--- src/rtl/ahb2apb_bridge.sv ---
// AHB-Lite slave to APB master bridge.
// Turns single AHB read/write transfers into APB setup/enable pairs toward
// four APB slaves decoded from Haddr[27:26] inside the 0x8xxx_xxxx window.
// Wait states are inserted through Hreadyout; the response is always OKAY.
module ahb2apb_bridge (
  input  logic        Hclk,
  input  logic        Hrestn,     // synchronous, active-high despite the name
  input  logic        Hwrite,
  input  logic        Hreadyin,
  input  logic [1:0]  Htrans,
  input  logic [2:0]  Hsize,
  input  logic [31:0] Haddr,
  input  logic [31:0] Hwdata,
  output logic [31:0] Hrdata,
  output logic [1:0]  Hresp,
  output logic        Hreadyout,
  input  logic [31:0] Prdata,
  output logic [3:0]  Pselx,
  output logic        Pwrite,
  output logic        Penable,
  output logic [31:0] Paddr,
  output logic [31:0] Pwdata
);

  typedef enum logic [2:0] {
    ST_IDLE    = 3'd0,
    ST_WWAIT   = 3'd1,
    ST_WRITE   = 3'd2,
    ST_WENABLE = 3'd3,
    ST_READ    = 3'd4,
    ST_RENABLE = 3'd5
  } state_t;

  state_t      state_reg;
  logic [3:0]  sel_reg;
  logic [3:0]  pselx_reg;
  logic        penable_reg;
  logic        hreadyout_reg;
  logic        pwrite_reg;
  logic [31:0] paddr_reg;
  logic [31:0] pwdata_reg;

  logic [3:0]  sel_decode;
  logic        addr_valid;
  logic        can_accept;

  // Hsize and the SEQ/NONSEQ distinction carry no information for 32-bit APB.
  logic        unused_bits;
  assign unused_bits = ^{Hsize, Htrans[0]};

  // One-hot slave select from the 64 MB sub-window the address falls into.
  genvar gi;
  generate
    for (gi = 0; gi < 4; gi++) begin : g_dec
      assign sel_decode[gi] = (Haddr[27:26] == 2'(gi));
    end
  endgenerate

  // A transfer counts only for NONSEQ/SEQ with the bus ready, inside 0x8xxx_xxxx.
  assign addr_valid = Hreadyin & Htrans[1] & (Haddr[31:28] == 4'h8);

  // Address phases are only taken in the states that drive Hreadyout high.
  assign can_accept = (state_reg == ST_IDLE) || (state_reg == ST_RENABLE) ||
                      (state_reg == ST_WENABLE);

  // FSM with outputs registered to match the state being entered.
  always_ff @(posedge Hclk) begin
    if (Hrestn) begin
      state_reg     <= ST_IDLE;
      sel_reg       <= 4'b0000;
      pselx_reg     <= 4'b0000;
      penable_reg   <= 1'b0;
      hreadyout_reg <= 1'b1;
      pwrite_reg    <= 1'b0;
      paddr_reg     <= 32'h0;
      pwdata_reg    <= 32'h0;
    end else begin
      case (state_reg)
        ST_WWAIT: begin
          // Write data arrives one cycle after its address phase.
          pwdata_reg    <= Hwdata;
          state_reg     <= ST_WRITE;
          pselx_reg     <= sel_reg;
          penable_reg   <= 1'b0;
          hreadyout_reg <= 1'b0;
        end
        ST_WRITE: begin
          state_reg     <= ST_WENABLE;
          pselx_reg     <= sel_reg;
          penable_reg   <= 1'b1;
          hreadyout_reg <= 1'b1;
        end
        ST_READ: begin
          state_reg     <= ST_RENABLE;
          pselx_reg     <= sel_reg;
          penable_reg   <= 1'b1;
          hreadyout_reg <= 1'b1;
        end
        default: begin
          // IDLE, RENABLE and WENABLE all pick the next transfer the same way,
          // which gives back-to-back transfers without an IDLE gap.
          if (can_accept && addr_valid) begin
            paddr_reg     <= Haddr;
            pwrite_reg    <= Hwrite;
            sel_reg       <= sel_decode;
            penable_reg   <= 1'b0;
            hreadyout_reg <= 1'b0;
            if (Hwrite) begin
              state_reg <= ST_WWAIT;
              pselx_reg <= 4'b0000;
            end else begin
              state_reg <= ST_READ;
              pselx_reg <= sel_decode;
            end
          end else begin
            state_reg     <= ST_IDLE;
            pselx_reg     <= 4'b0000;
            penable_reg   <= 1'b0;
            hreadyout_reg <= 1'b1;
          end
        end
      endcase
    end
  end

  assign Pselx     = pselx_reg;
  assign Penable   = penable_reg;
  assign Hreadyout = hreadyout_reg;
  assign Pwrite    = pwrite_reg;
  assign Paddr     = paddr_reg;
  assign Pwdata    = pwdata_reg;
  assign Hrdata    = Prdata;
  assign Hresp     = 2'b00;

endmodule

--- config.mk ---
export PLATFORM = sky130hd
export DESIGN_NAME = ahb2apb_bridge
export DESIGN_NICKNAME = d
export VERILOG_FILES = /design/src/rtl/ahb2apb_bridge.sv
export SDC_FILE = /design/constraint.sdc
export NUM_CORES = 1
export LEC_CHECK = 0
export CAP_MARGIN = 30
export CORE_ASPECT_RATIO = 0.5
export CORE_MARGIN = 8
export CORE_UTILIZATION = 36
export DETAILED_ROUTE_END_ITERATION = 12
export PLACE_DENSITY = 0.91
export SETUP_SLACK_MARGIN = 0.2
export SYNTH_ARGS = -nofsm -noshare
export SYNTH_HDL_FRONTEND = slang
export SYNTH_SLANG_ARGS = --single-unit
--- constraint.sdc ---
create_clock -name Hclk -period 1.8 [get_ports Hclk]
set_input_delay 0.18 -clock Hclk [delete_from_list [all_inputs] [get_ports Hclk]]
set_output_delay 0.18 -clock Hclk [all_outputs]
set_load 0.005 [all_outputs]
Word level (Yosys, flattened, before mapping) --
Index checks and enable logic that the tools add are counted. W data, S select, Z words.
Storage, ports and cells: bits in registers 78, latch bits 0, bits in writable memories 0, bits in read-only memories 0, input port bits 105, output and inout bits 105, logic and storage cells 37, memories kept 0
Operators by class: add/subtract/negate cells 0, $mul 0, div/mod/pow operators 0, magnitude comparators 0, eq/ne operators 9, shift operators 0, mux-type cells 9, bitwise operators 3, reduce and logical (&&, ||, !) cells 8
Operator list (number):
- $mux W4 | 3
- $pmux W3 S3 | 1
- $eq A3 B2 Y1 const B | 2
- $eq A3 B3 Y1 const B | 2
- $mux W3 | 2
- $eq A2 B2 Y1 const B | 2
- $eq A4 B4 Y1 const B | 1
- $eq A3 B1 Y1 const B | 1
- $logic_not A3 Y1 | 1
- $reduce_or A3 Y1 | 1
- $and A1 B1 Y1 | 2
- $eq A2 B1 Y1 const B | 1
- $logic_not A2 Y1 | 1
- $logic_or A1 B1 Y1 | 2
- $mux W1 | 2
- $pmux W1 S2 | 1
- $reduce_and A2 Y1 | 1
- $reduce_or A2 Y1 | 1
- $logic_and A1 B1 Y1 | 1
- $not A1 Y1 | 1

Logic depth before layout (Yosys ltp) --
Gate-level depths: netlist of run 1.
depth after elaboration 6, gate-level depth with buffers 7, gate-level depth less buffers 4

Least setup slack after synthesis of run 1 --
No wires, ideal clock.
path kind register to register, start reg state_reg[0], end reg sel_reg[0], library setup time 0.130 ns, arrival time 1.194 ns, required time 1.670 ns, setup slack 0.476 ns, cell stages (with the launch flop) 7, buffers on the path 2, clock period less this slack 1.324 ns, cells stage by stage dfxtp_1 -> buf_6 -> xor2_4 -> o21a_2 -> buf_6 -> nor3_1 -> nor3_2
Between the ends: word-level cells in the longest chain between the ends 5, elaborated cells on any way between the ends 12, those cells by class eq/ne (5); bitwise (1); reduce/logical (6)
RTL lines:
- start: declaration | line 34 | state_t state_reg;
- start signal: assignment | line 69 | state_reg <= ST_IDLE;
- start signal: assignment | line 82 | state_reg <= ST_WRITE;
- start signal: assignment | line 88 | state_reg <= ST_WENABLE;
- $eq A3 B3 Y1 or $logic_not A3 Y1 (tied branches) | line 63 | assign can_accept = (state_reg == ST_IDLE) || (state_reg == ST_RENABLE) ||
- $logic_or A1 B1 Y1 (2 in series) | line 63
- $logic_and A1 B1 Y1 | line 102 | if (can_accept && addr_valid) begin
- $reduce_and A2 Y1 (no source line) (*)
- end signal: assignment | line 105 | sel_reg <= sel_decode;
- end: declaration | line 35 | logic [3:0] sel_reg;
Every way passes the cells marked *; elsewhere a longest branch is shown, timed or not. A chain may end at the register's enable or synchronous reset.

Worst setup path in the final report of run 1 --
start reg state_reg[0], end reg paddr_reg[11], in the netlist Paddr[11]
Between the ends: word-level cells in the longest chain between the ends 5, elaborated cells on any way between the ends 12, those cells by class eq/ne (5); bitwise (1); reduce/logical (6)
RTL lines:
- $eq A3 B3 Y1 or $logic_not A3 Y1 (tied branches) | line 63
- $logic_or A1 B1 Y1 (2 in series) | line 63
- $logic_and A1 B1 Y1 | line 102
- $reduce_and A2 Y1 (no source line) (*)
- end signal: assignment | line 103 | paddr_reg <= Haddr;
- end: declaration | line 40 | logic [31:0] paddr_reg;
Marks and branches as above.

==> flow_summary.toml, run 1 <==
[logic_synthesis]
synth_warnings = 0
synth_top_family_by_area = "simple AND/OR/NAND/NOR gates"
async_flop_share_pct = 0
ys_ff_latch = 78
synth_fa_ha_area_share_pct = 0
synth_top_area_share_pct = 47.9
ys_types = 35
synth-seq-area-share_pct = 47.9
synth_mux_area_share_pct = 0
synthCells = 378
yosys-top-cells-area = "dfxtp_1 48%, a21oi_1 10%, buf_4 9.7%"
synth_simple_gate_area_share_pct = 21.9
synth-xor-area-share_pct = 1.38
synth_compound_area_share_pct = 14.4
netlist_area_sq_um = 3260
syn_area_per_cell_sq_um = 8.62
synth_edf_count = 0
yosysTopAreaCell = "dfxtp_1"
ys.flop_type = "dfxtp_1"

[detailed_routing]
drt-pass1-iter-count = 4
totalWireLength_mm = 9.45
routedWlPerCell_um = 15.7
drtIter0Drc = 149
drc = 0
ant_nets = 0
vias_per_cell = 4.87
num_vias = 2929

[timing]
rsz0062_at_grt = "no"
period_share_pct = 83.6
finClkSkew_ps = 2.71
hold_violations = 0
drv_slew = 0
finalSetupViolations = 0
max_freq_ghz = 0.664
fin_crit_ps = 1510
setup-tns-final_ps = 0

[floorplan]
die_y_um = 83.3
core-area_sq_um = 8740
dieArea_sq_um = 12500
ios = 210
initial_core_util_pct = 37.3
num_rows = 24
fp.dieW_um = 151

[worst_setup_path]
crit_type = "reg -> reg"
cp_cell_sequence = "xor2_4 -> o21a_2 -> buf_6 -> nor3_1 -> nor3_1"
crit_path_end_kind = "register"
crit_buf_inv = 1
ff2ff_path_depth = 5
cp_top_family = "flip-flops"
crit_slowest_cell = "dfxtp_2"
regToRegSetupSlack_ps = 290
cp.required_ps = 2040
critPathLaunchType = "register"
crit_top_cell = "nor3_1"
worst_ep_arrival_time_ps = 1740
slowest_delay_ps = 470
worstPathMaxFanout = 16
worstSetupPathDepth = 5

[cts]
cts_setup_buffers = 0
htree_levels = 3
clkLatencyLatePin_ps = 330
cts_hold_buf = 0
clk_pin_slew_ps = 60
clock_sinks = 78
cts_tree = "done"
cts_made_buffers = 9
root_buffer = "clkbuf_16"
clock_path_buffers = 2

[power_and_ir_drop]
p_sw_w = 0.000811
pwr-share-seq_pct = 46.1
internal_power_w = 0.00301
leakage_nw = 1.66
p_sw_share_pct = 21.2
ir_worst_vdd_v = 0.000466
comb_power_share_pct = 8.6
power_density_nw_per_um2 = 799
power.clock.fraction_pct = 45.3

[worst_hold_path]
hold_path.class = "in -> reg"
holdPathStages = 2

[global_route]
grt-ovfl-total = 0
antenna_found_initial = 0
grt_pass1_wl_mm = 15.2
grt_max_degree = 34
grt_use_met2_pct = 27.2
grtUsageMet3_pct = 5.68
grt_usage_pct = 15.0
grt_pass1_vias = 3051
grt-busiest-layer = "met2"
use_met1_pct = 14.9

[run_status]
outcome = "complete, no violations"

[run]
cap_violations = 0

[place]
portBuffers = 139
gp_congestion = 0.727
placed_area_sq_um = 4490
dp_hpwl_mm = 6.83

[cells_and_area]
fin_area_sq_um = 4780
area_growth_syn_to_layout_pct = 46.9
diodes = 0
drive_gt1_share_pct = 9.50
layout_commonest_cell = "clkdlybuf4s50_1"
nets = 584
final_cell_mix = "138 x clkdlybuf4s50_1, 75 x dfxtp_1, 69 x nand2_1, 65 x a21oi_1, 60 x nor3_1"
fillers = 780
final_util_pct = 54.7
## cells by family after synthesis
group,Yosys count
other,1
AO/OA/AOI/OAI,82
XOR/XNOR,3
AND/OR/NAND/NOR,146
flip-flops,78
buffers and inverters,68
## power groups by stage
stage / registers (W) / logic (W) / clock network (W)
5_1_grt: 0.00176 / 0.000354 / 0.00187
3_5_place_dp: 0.00180 / 0.000327 / 0
2_1_floorplan: 0.00180 / 0.000172 / 0
4_1_cts: 0.00176 / 0.000330 / 0.00178
3_3_place_gp: 0.00180 / 0.000321 / 0
6_report: 0.00176 / 0.000329 / 0.00173
## area by class of cell
class | count | area (sq um) | area share [%]
tap | 117 | 146 | 3.06
clock inverter | 5 | 50.0 | 1.05
sequential | 78 | 1570 | 32.7
clock buffer | 11 | 233 | 4.87
timing repair buffer | 154 | 1540 | 32.2
multi-input combinational | 233 | 1240 | 25.9
inverter | 3 | 11.3 | 0.235
## per-layer routing
metal  wire length, um  part of all wire (%)
met1              3580                    38
met5                 0                     0
met2              4940                    52
met4               229                   2.4
met3               705                   7.5
## path summary, 6_finish.rpt
check | startpoint | to
hold reg to reg | Pwdata[26] | Pwdata[26]
setup / recovery | state_reg[0] | Paddr[11]
setup reg to reg | state_reg[0] | Paddr[11]
hold / removal | Hrestn | Penable
## repair_timing
item / CTS / global route
resized for setup: 2 / 2
gates cloned: 0 / 0
endpoints found under the setup margin: 19 / 10
pin swaps: 0 / 0
## synthesized netlist by cell type, drive strengths merged (2+ instances only)
cell type  count
o21ai          5
nor3b          3
nand2         69
nand2b         3
xnor2          2
nor3          61
inv            3
a211oi         5
a21oi         65
o21a           3
buf           53
dfxtp         78
nor2           3
nor2b          2
clkbuf        12
## per-stage QoR
step	hold WS (ps)	power (W)	setup WS (ps)	instances
3_5_place_dp	360	0.00213	5.80	585
2_1_floorplan	273	0.00197	476	379
4_1_cts	151	0.00387	226	601
6_report	161	0.00382	294	601
3_3_place_gp	360	0.00212	85.3	585
5_1_grt	162	0.00399	207	601
(Power assumes the default switching activity.)
==> run 2, diff against run 1 <==
--- a/config.mk
+++ b/config.mk
@@ -8,9 +8,9 @@
 export CAP_MARGIN = 30
 export CORE_ASPECT_RATIO = 0.5
 export CORE_MARGIN = 8
-export CORE_UTILIZATION = 36
+export CORE_UTILIZATION = 33
 export DETAILED_ROUTE_END_ITERATION = 12
-export PLACE_DENSITY = 0.91
+export PLACE_DENSITY = 0.88
 export SETUP_SLACK_MARGIN = 0.2
 export SYNTH_ARGS = -nofsm -noshare
 export SYNTH_HDL_FRONTEND = slang
==> constraint.sdc (replaced) <==
create_clock -name Hclk -period 1.34 [get_ports Hclk]
set_input_delay 0.134 -clock Hclk [delete_from_list [all_inputs] [get_ports Hclk]]
set_output_delay 0.134 -clock Hclk [all_outputs]
set_load 0.005 [all_outputs]
==> run 2 against run 1 <==
Against the previous run: the run now ends with negative setup slack left; sequential share of layout area down 4.2 points; fmax rose by 4.9%; core utilization up 3.0 points.
==> flow_summary.toml, run 2 (synthesized netlist as in run 1, its figures left out) <==
[place]
dp_hpwl_mm = 6.94
gp_congestion = 0.735
preCtsSetupSlack_ps = -377
portBuffers = 139

[worst_hold_path]
hold_path.class = "in -> reg"

[cts]
cts_made_buffers = 9
root_buffer = "clkbuf_16"
htree_levels = 3
cts_tree = "done"
clk_pin_slew_ps = 60
clkLatencyLatePin_ps = 330
clock_sinks = 78
clock_path_buffers = 2
cts_hold_buf = 0

[floorplan]
initial_core_util_pct = 34.3
die_y_um = 86.2
fp.dieW_um = 156
dieArea_sq_um = 13500
ios = 210
core-area_sq_um = 9510
num_rows = 25

[timing]
hold_violations = 0
fin_crit_ps = 1440
rsz0062_at_grt = "yes"
finClkSkew_ps = 6.37
drv_slew = 0
max_freq_ghz = 0.697
finalSetupViolations = 56
fin_ws_ps = -95.0
period_share_pct = 107

[worst_setup_path]
crit_slowest_cell = "dfxtp_4"
cp_top_family = "flip-flops"
slowest_delay_ps = 370
crit_path_end_kind = "register"
cp.required_ps = 1590
crit_buf_inv = 2
worst_ep_arrival_time_ps = 1680
cp_cell_sequence = "xor2_4 -> buf_6 -> o21ai_4 -> buf_12 -> nand4_4 -> o31ai_2"
worstPathMaxFanout = 21
crit_type = "reg -> reg"
critPathLaunchType = "register"

[cells_and_area]
nets = 604
area_growth_syn_to_layout_pct = 68.6
drive_gt1_share_pct = 28.8
diodes = 0
final_cell_mix = "75 x dfxtp_1, 75 x dlygate4sd2_1, 63 x clkdlybuf4s50_1, 51 x nor3_1, 37 x nand2_1"

[detailed_routing]
totalWireLength_mm = 11.1
num_vias = 3147
routedWlPerCell_um = 17.3
drtIter0Drc = 106
vias_per_cell = 4.92
drc = 0
drt-pass1-iter-count = 4
ant_nets = 0

[global_route]
grt_pass1_wl_mm = 16.1
grt-ovfl-total = 0
grt_max_degree = 33
antenna_found_initial = 0
grt_pass1_vias = 3151
grt_usage_pct = 15.0

[run_status]
outcome = "finished with violations"
violations = "negative setup slack"

[power_and_ir_drop]
power_density_nw_per_um2 = 940
ir_worst_vdd_v = 0.000449
total_power_w = 0.00516
leakage_nw = 2.38

[run]
cap_violations = 0
[run 2: changes by cell type in the layout (fill, tap and decap cells not counted), moves of 9 or more]
cell	delta
clkdlybuf4s50_1	-75
dlygate4sd2_1	+75
a21oi_1	-34
a21oi_2	+32
nand2_1	-32
nand2_4	+22
nand2_2	+10
nor3_1	-9
[run 2: final timing paths]
kind	to	cells after the start	start	slack [ps]
setup / recovery	Pselx[0]	6	state_reg[0]	-100
hold / removal	sel_reg[2]	2	Hrestn	210
setup reg to reg	Pselx[0]	6	state_reg[0]	-100
hold reg to reg	Pwdata[26]	2	Pwdata[26]	450
[run 2: where the power goes]
| group | internal [W] | switching, W | leakage, nW |
|---|---|---|---|
| logic | 0.000306 | 0.000252 | 1.62 |
| clock network | 0.00129 | 0.000945 | 0.130 |
| registers | 0.00235 | 0.0000175 | 0.631 |
| total | 0.00394 | 0.00121 | 2.38 |
[run 2: what timing repair did]
item / CTS / global route
endpoints found under the hold margin: 0 / 0
cloned: 7 / 0
gates resized for setup: 138 / 74
buffers inserted: 5 / 0
endpoints found under the setup margin: 147 / 76
pin swaps: 18 / 36
[run 2: area by class of cell]
cell class | instances | area, sq um
fill | 781 | 4020
timing repair buffer | 173 | 1790
multi-input combinational | 234 | 1680
sequential | 78 | 1570
clock buffer | 10 | 239
tap | 135 | 169
clock inverter | 6 | 37.5
inverter | 3 | 11.3
[run 2: layer usage]
layer,part of all wire (%),up-vias,track usage [%],wire length [um]
met3,6.8,32,5.16,756
met2,53,134,27.0,5850
met1,38,1484,15.8,4180
met4,2.5,0,6.58,280
met5,0,-,0,0
li1,-,1497,-,-
[run 2: metrics by stage]
stage	utilization, %	setup TNS [ps]	cell area, sq um	instances	hold slack [ps]
after global routing	57.7	-6400	5490	639	204
after CTS	54.5	-767	5180	639	184
after detailed placement	48.8	-18550	4640	611	268
after global placement	48.8	-15820	4640	611	268
final	57.7	-1990	5490	639	207
after floorplan	-	0	3290	379	226
==> run 3, diff against run 2 <==
--- a/config.mk
+++ b/config.mk
@@ -10,8 +10,10 @@
 export CORE_MARGIN = 8
 export CORE_UTILIZATION = 33
 export DETAILED_ROUTE_END_ITERATION = 12
+export MAX_ROUTING_LAYER = met4
 export PLACE_DENSITY = 0.88
 export SETUP_SLACK_MARGIN = 0.2
+export SLEW_MARGIN = 0
 export SYNTH_ARGS = -nofsm -noshare
 export SYNTH_HDL_FRONTEND = slang
 export SYNTH_SLANG_ARGS = --single-unit
==> run 3 against run 2 <==
Against the previous run: the run still ends with negative setup slack left; die area stayed put; largest cell class unchanged; sequential cell count stayed put; routed wire length is 0.44% higher; critical path depth stayed put; clock-buffer cell count stayed put; sequential share of layout area hardly changed; clock skew is 1.3 ps lower; hold slack better by 1.5 ps; critical path type unchanged; global-route usage is 0.42 points higher; total power hardly changed; design area hardly changed.
==> flow_summary.toml, run 3 (synthesized netlist as in run 1, its figures left out) <==
[cells_and_area]
final_util_pct = 57.8
diodes = 0
fillers = 779
drive_gt1_share_pct = 29.0
nets = 604
area_growth_syn_to_layout_pct = 68.7
final_cell_mix = "75 x dfxtp_1, 75 x dlygate4sd2_1, 63 x clkdlybuf4s50_1, 51 x nor3_1, 37 x nand2_1"

[global_route]
grt_pass1_wl_mm = 16.1
grt_max_degree = 33
grt_usage_pct = 15.4
grt_pass1_vias = 3161
antenna_found_initial = 0
grt-ovfl-total = 0

[worst_setup_path]
regToRegSetupSlack_ps = -90
crit_path_end_kind = "register"
worst_ep_arrival_time_ps = 1680
crit_slowest_cell = "dfxtp_4"
rr_endpoint = "Pselx[0]"
ff2ff_path_depth = 6
r2r_start = "state_reg[0]"
crit_buf_inv = 2
slowest_delay_ps = 370
cp_top_family = "flip-flops"
cp.required_ps = 1590
cp_cell_sequence = "xor2_4 -> buf_6 -> o21ai_4 -> buf_12 -> nand4_4 -> o31ai_2"
critPathLaunchType = "register"
crit_type = "reg -> reg"
worstPathMaxFanout = 21

[floorplan]
num_rows = 25
die_y_um = 86.2
core-area_sq_um = 9510
initial_core_util_pct = 34.3
dieArea_sq_um = 13500
fp.dieW_um = 156
ios = 210

[cts]
clk_pin_slew_ps = 60
cts_tree = "done"
clock_path_buffers = 2
clkLatencyLatePin_ps = 330
root_buffer = "clkbuf_16"
htree_levels = 3
cts_made_buffers = 9
clock_sinks = 78

[timing]
fin_ws_ps = -94.5
fin_crit_ps = 1430
rsz0062_at_grt = "yes"
period_share_pct = 107
finalSetupViolations = 56
setup-tns-final_ps = -1880
hold_violations = 0
max_freq_ghz = 0.697
drv_slew = 0
finClkSkew_ps = 5.05

[detailed_routing]
num_vias = 3156
drt-pass1-iter-count = 4
totalWireLength_mm = 11.1
ant_nets = 0
drtIter0Drc = 149
routedWlPerCell_um = 17.4
drc = 0
vias_per_cell = 4.94

[place]
portBuffers = 139
dp_hpwl_mm = 6.94
gp_congestion = 0.744

[worst_hold_path]
hold_path.class = "in -> reg"
min_from = "Hrestn"
whs_endpoint = "sel_reg[2]"
holdPathStages = 2

[power_and_ir_drop]
p_sw_share_pct = 23.6
comb_power_share_pct = 10.8
power.clock.fraction_pct = 43.4
leakage_nw = 2.39
p_sw_w = 0.00122
ir_worst_vdd_v = 0.000449
power_density_nw_per_um2 = 940
pwr-share-seq_pct = 45.8
internal_power_w = 0.00395

[run]
cap_violations = 0

[run_status]
outcome = "finished with violations"
violations = "negative setup slack"
run 3: cell counts in the layout (fill, tap and decap cells not counted):
Identical to the previous run, type by type.
run 3: stage by stage:
| step | cells | instance area, sq um | hold WS [ps] | setup WS (ps) | power [W] |
|---|---|---|---|---|---|
| CTS | 639 | 5180 | 184 | -72.2 | 0.00516 |
| global route | 639 | 5490 | 204 | -169 | 0.00535 |
| finish | 639 | 5490 | 209 | -94.5 | 0.00516 |
| floorplan | 379 | 3290 | 226 | 44.2 | 0.00265 |
| detailed placement | 611 | 4640 | 268 | -377 | 0.00288 |
| global placement | 611 | 4640 | 268 | -328 | 0.00287 |
run 3: power groups by stage:
| stage | registers [W] | logic [W] | clock network, W |
|---|---|---|---|
| CTS | 0.00236 | 0.000500 | 0.00229 |
| floorplan | 0.00241 | 0.000234 | 0 |
| finish | 0.00236 | 0.000559 | 0.00224 |
| global route | 0.00237 | 0.000593 | 0.00239 |
| global placement | 0.00241 | 0.000457 | 0 |
| detailed placement | 0.00242 | 0.000462 | 0 |
run 3: metal layers:
metal | share of wire (%) | vias up | wire length [um] | GRT usage [%]
met5 | 0 | - | 0 | -
met2 | 53 | 150 | 5840 | 27.2
met1 | 38 | 1471 | 4200 | 15.9
met3 | 6.9 | 37 | 770 | 4.81
met4 | 2.8 | 0 | 306 | 6.58
li1 | - | 1498 | - | -
run 3: worst register-to-register path: stages (launching register included):
cell	delay [ps]
dfxtp_4	370
xor2_4	190
buf_6	130
o21ai_4	170
buf_12	190
nand4_4	120
o31ai_2	190
run 3: cell type report:
| cell class | count | area (sq um) | area share [%] |
|---|---|---|---|
| clock buffers | 10 | 239 | 4.35 |
| clock inverters | 6 | 37.5 | 0.683 |
| inverters | 3 | 11.3 | 0.205 |
| multi-input cells | 234 | 1680 | 30.6 |
| flip-flops and latches | 78 | 1570 | 28.5 |
| well taps | 135 | 169 | 3.07 |
| repair buffers | 173 | 1790 | 32.6 |
run 3: worst max-delay path by stage:
stage | from | to | slack [ps] | cells after the start
2_1_floorplan | state_reg[0] | sel_reg[1] | 40 | 6
3_3_place_gp | Haddr[28] | Pselx[0] | -330 | 6
3_5_place_dp | Haddr[28] | Pselx[0] | -380 | 6
4_1_cts | state_reg[0] | Pselx[0] | -70 | 6
5_1_grt | state_reg[0] | Pselx[0] | -170 | 6
6_report | state_reg[0] | Pselx[0] | -90 | 6
run 3: what timing repair did:
item                                    CTS  global route
cloned                                    7             0
hold buffers                              0             0
endpoints found under the setup margin  147            76
pin swaps                                18            36
buffers inserted                          5             0
gates resized for setup                 138            75
==> edit: new RTL, config.mk and constraints of run 2 <==
Re-encode `state_t` (6 states) as Gray code, 3 bits wide.
--- a/src/rtl/ahb2apb_bridge.sv
+++ b/src/rtl/ahb2apb_bridge.sv
@@ -23,12 +23,12 @@
 );
 
   typedef enum logic [2:0] {
-    ST_IDLE    = 3'd0,
-    ST_WWAIT   = 3'd1,
-    ST_WRITE   = 3'd2,
-    ST_WENABLE = 3'd3,
-    ST_READ    = 3'd4,
-    ST_RENABLE = 3'd5
+    ST_IDLE    = 3'b000,
+    ST_WWAIT   = 3'b001,
+    ST_WRITE   = 3'b011,
+    ST_WENABLE = 3'b010,
+    ST_READ    = 3'b110,
+    ST_RENABLE = 3'b111
   } state_t;
 
   state_t      state_reg;
Behaviour: no difference found for any inputs over 10 cycles, from zero or initial values; not proved beyond that.
==> edit against run 2 <==
- the run still ends with negative setup slack left
- hold slack better by 0.061 ns
- setup slack better by 0.068 ns
- routed wire length down 20%
- global-route usage down 2.9 points
- synthesized area up 5.4%
- power up 5.6%
- count of clock-buffer cells in the layout up 3
- sequential cell count unchanged
- final area down 5.6%
- synthesized cell count down 2.1%
- critical path depth down 2
- critical path type unchanged
- critical endpoint is now Pselx[1]$_SDFF_PP0_
- largest cell class is now flip-flops and latches
==> edit: results <==
[cells_and_area]
clk_share_pct = 6.47
seq_cell_count = 78
buf_share_pct = 29.9
final_cells = 629
n_all_inverters = 2

[cts]
cts_setup_buffers = 0

[pwr]
p_sw_mw = 1.06

[timing]
setup_viol = 4
fin_skew_ns = 0.00353
holdWs_ns = 0.268
fin_tns_setup_ns = -0.0589
setup_ws_ns = -0.0274

[synth]
synthXorXnorAreaFrac_pct = 0.255
synthTopCellsByArea = "dfxtp_1 45%, nand2b_1 12%, mux2i_1 9.3%"
yosysSeqAreaShare_pct = 45.5

[hold_path]
hold_path_depth = 0
min_to = "Hrdata[26]"

[global_route]
grt.met2_usage_pct = 23.3
grt_max_degree = 45
grt_pass1_wl_um = 14000
grt_pass1_vias = 2878

[outcome]
violations = "negative setup slack"
outcome = "finished, violations left"

[place]
pre_cts_ws_ns = -0.416

[critical_path]
crit_end = "Pselx[1]$_SDFF_PP0_"
path_max_fanout = 7
## edit: changes by cell type after synthesis, sizes merged, moves of 2 or more
| cell | before | now |
|---|---|---|
| o21a | 3 | 0 |
| a32o | 0 | 3 |
| nor3 | 61 | 2 |
| a21o | 0 | 3 |
| buf | 53 | 45 |
| o21ai | 5 | 0 |
| a211oi | 5 | 1 |
| a21oi | 65 | 36 |
| nand2 | 69 | 64 |
| nand2b | 3 | 64 |
| clkbuf | 12 | 14 |
| nor2b | 2 | 4 |
| mux2i | 0 | 32 |
## edit: power by group through the flow
| stage | Clock (mW) | Sequential, mW | Combinational (mW) |
|---|---|---|---|
| floorplan | 0 | 2.40 | 0.220 |
| detailed placement | 0 | 2.39 | 0.420 |
| finish | 2.69 | 2.34 | 0.415 |
| CTS | 2.76 | 2.34 | 0.414 |
| global placement | 0 | 2.39 | 0.416 |
| global route | 2.88 | 2.34 | 0.448 |
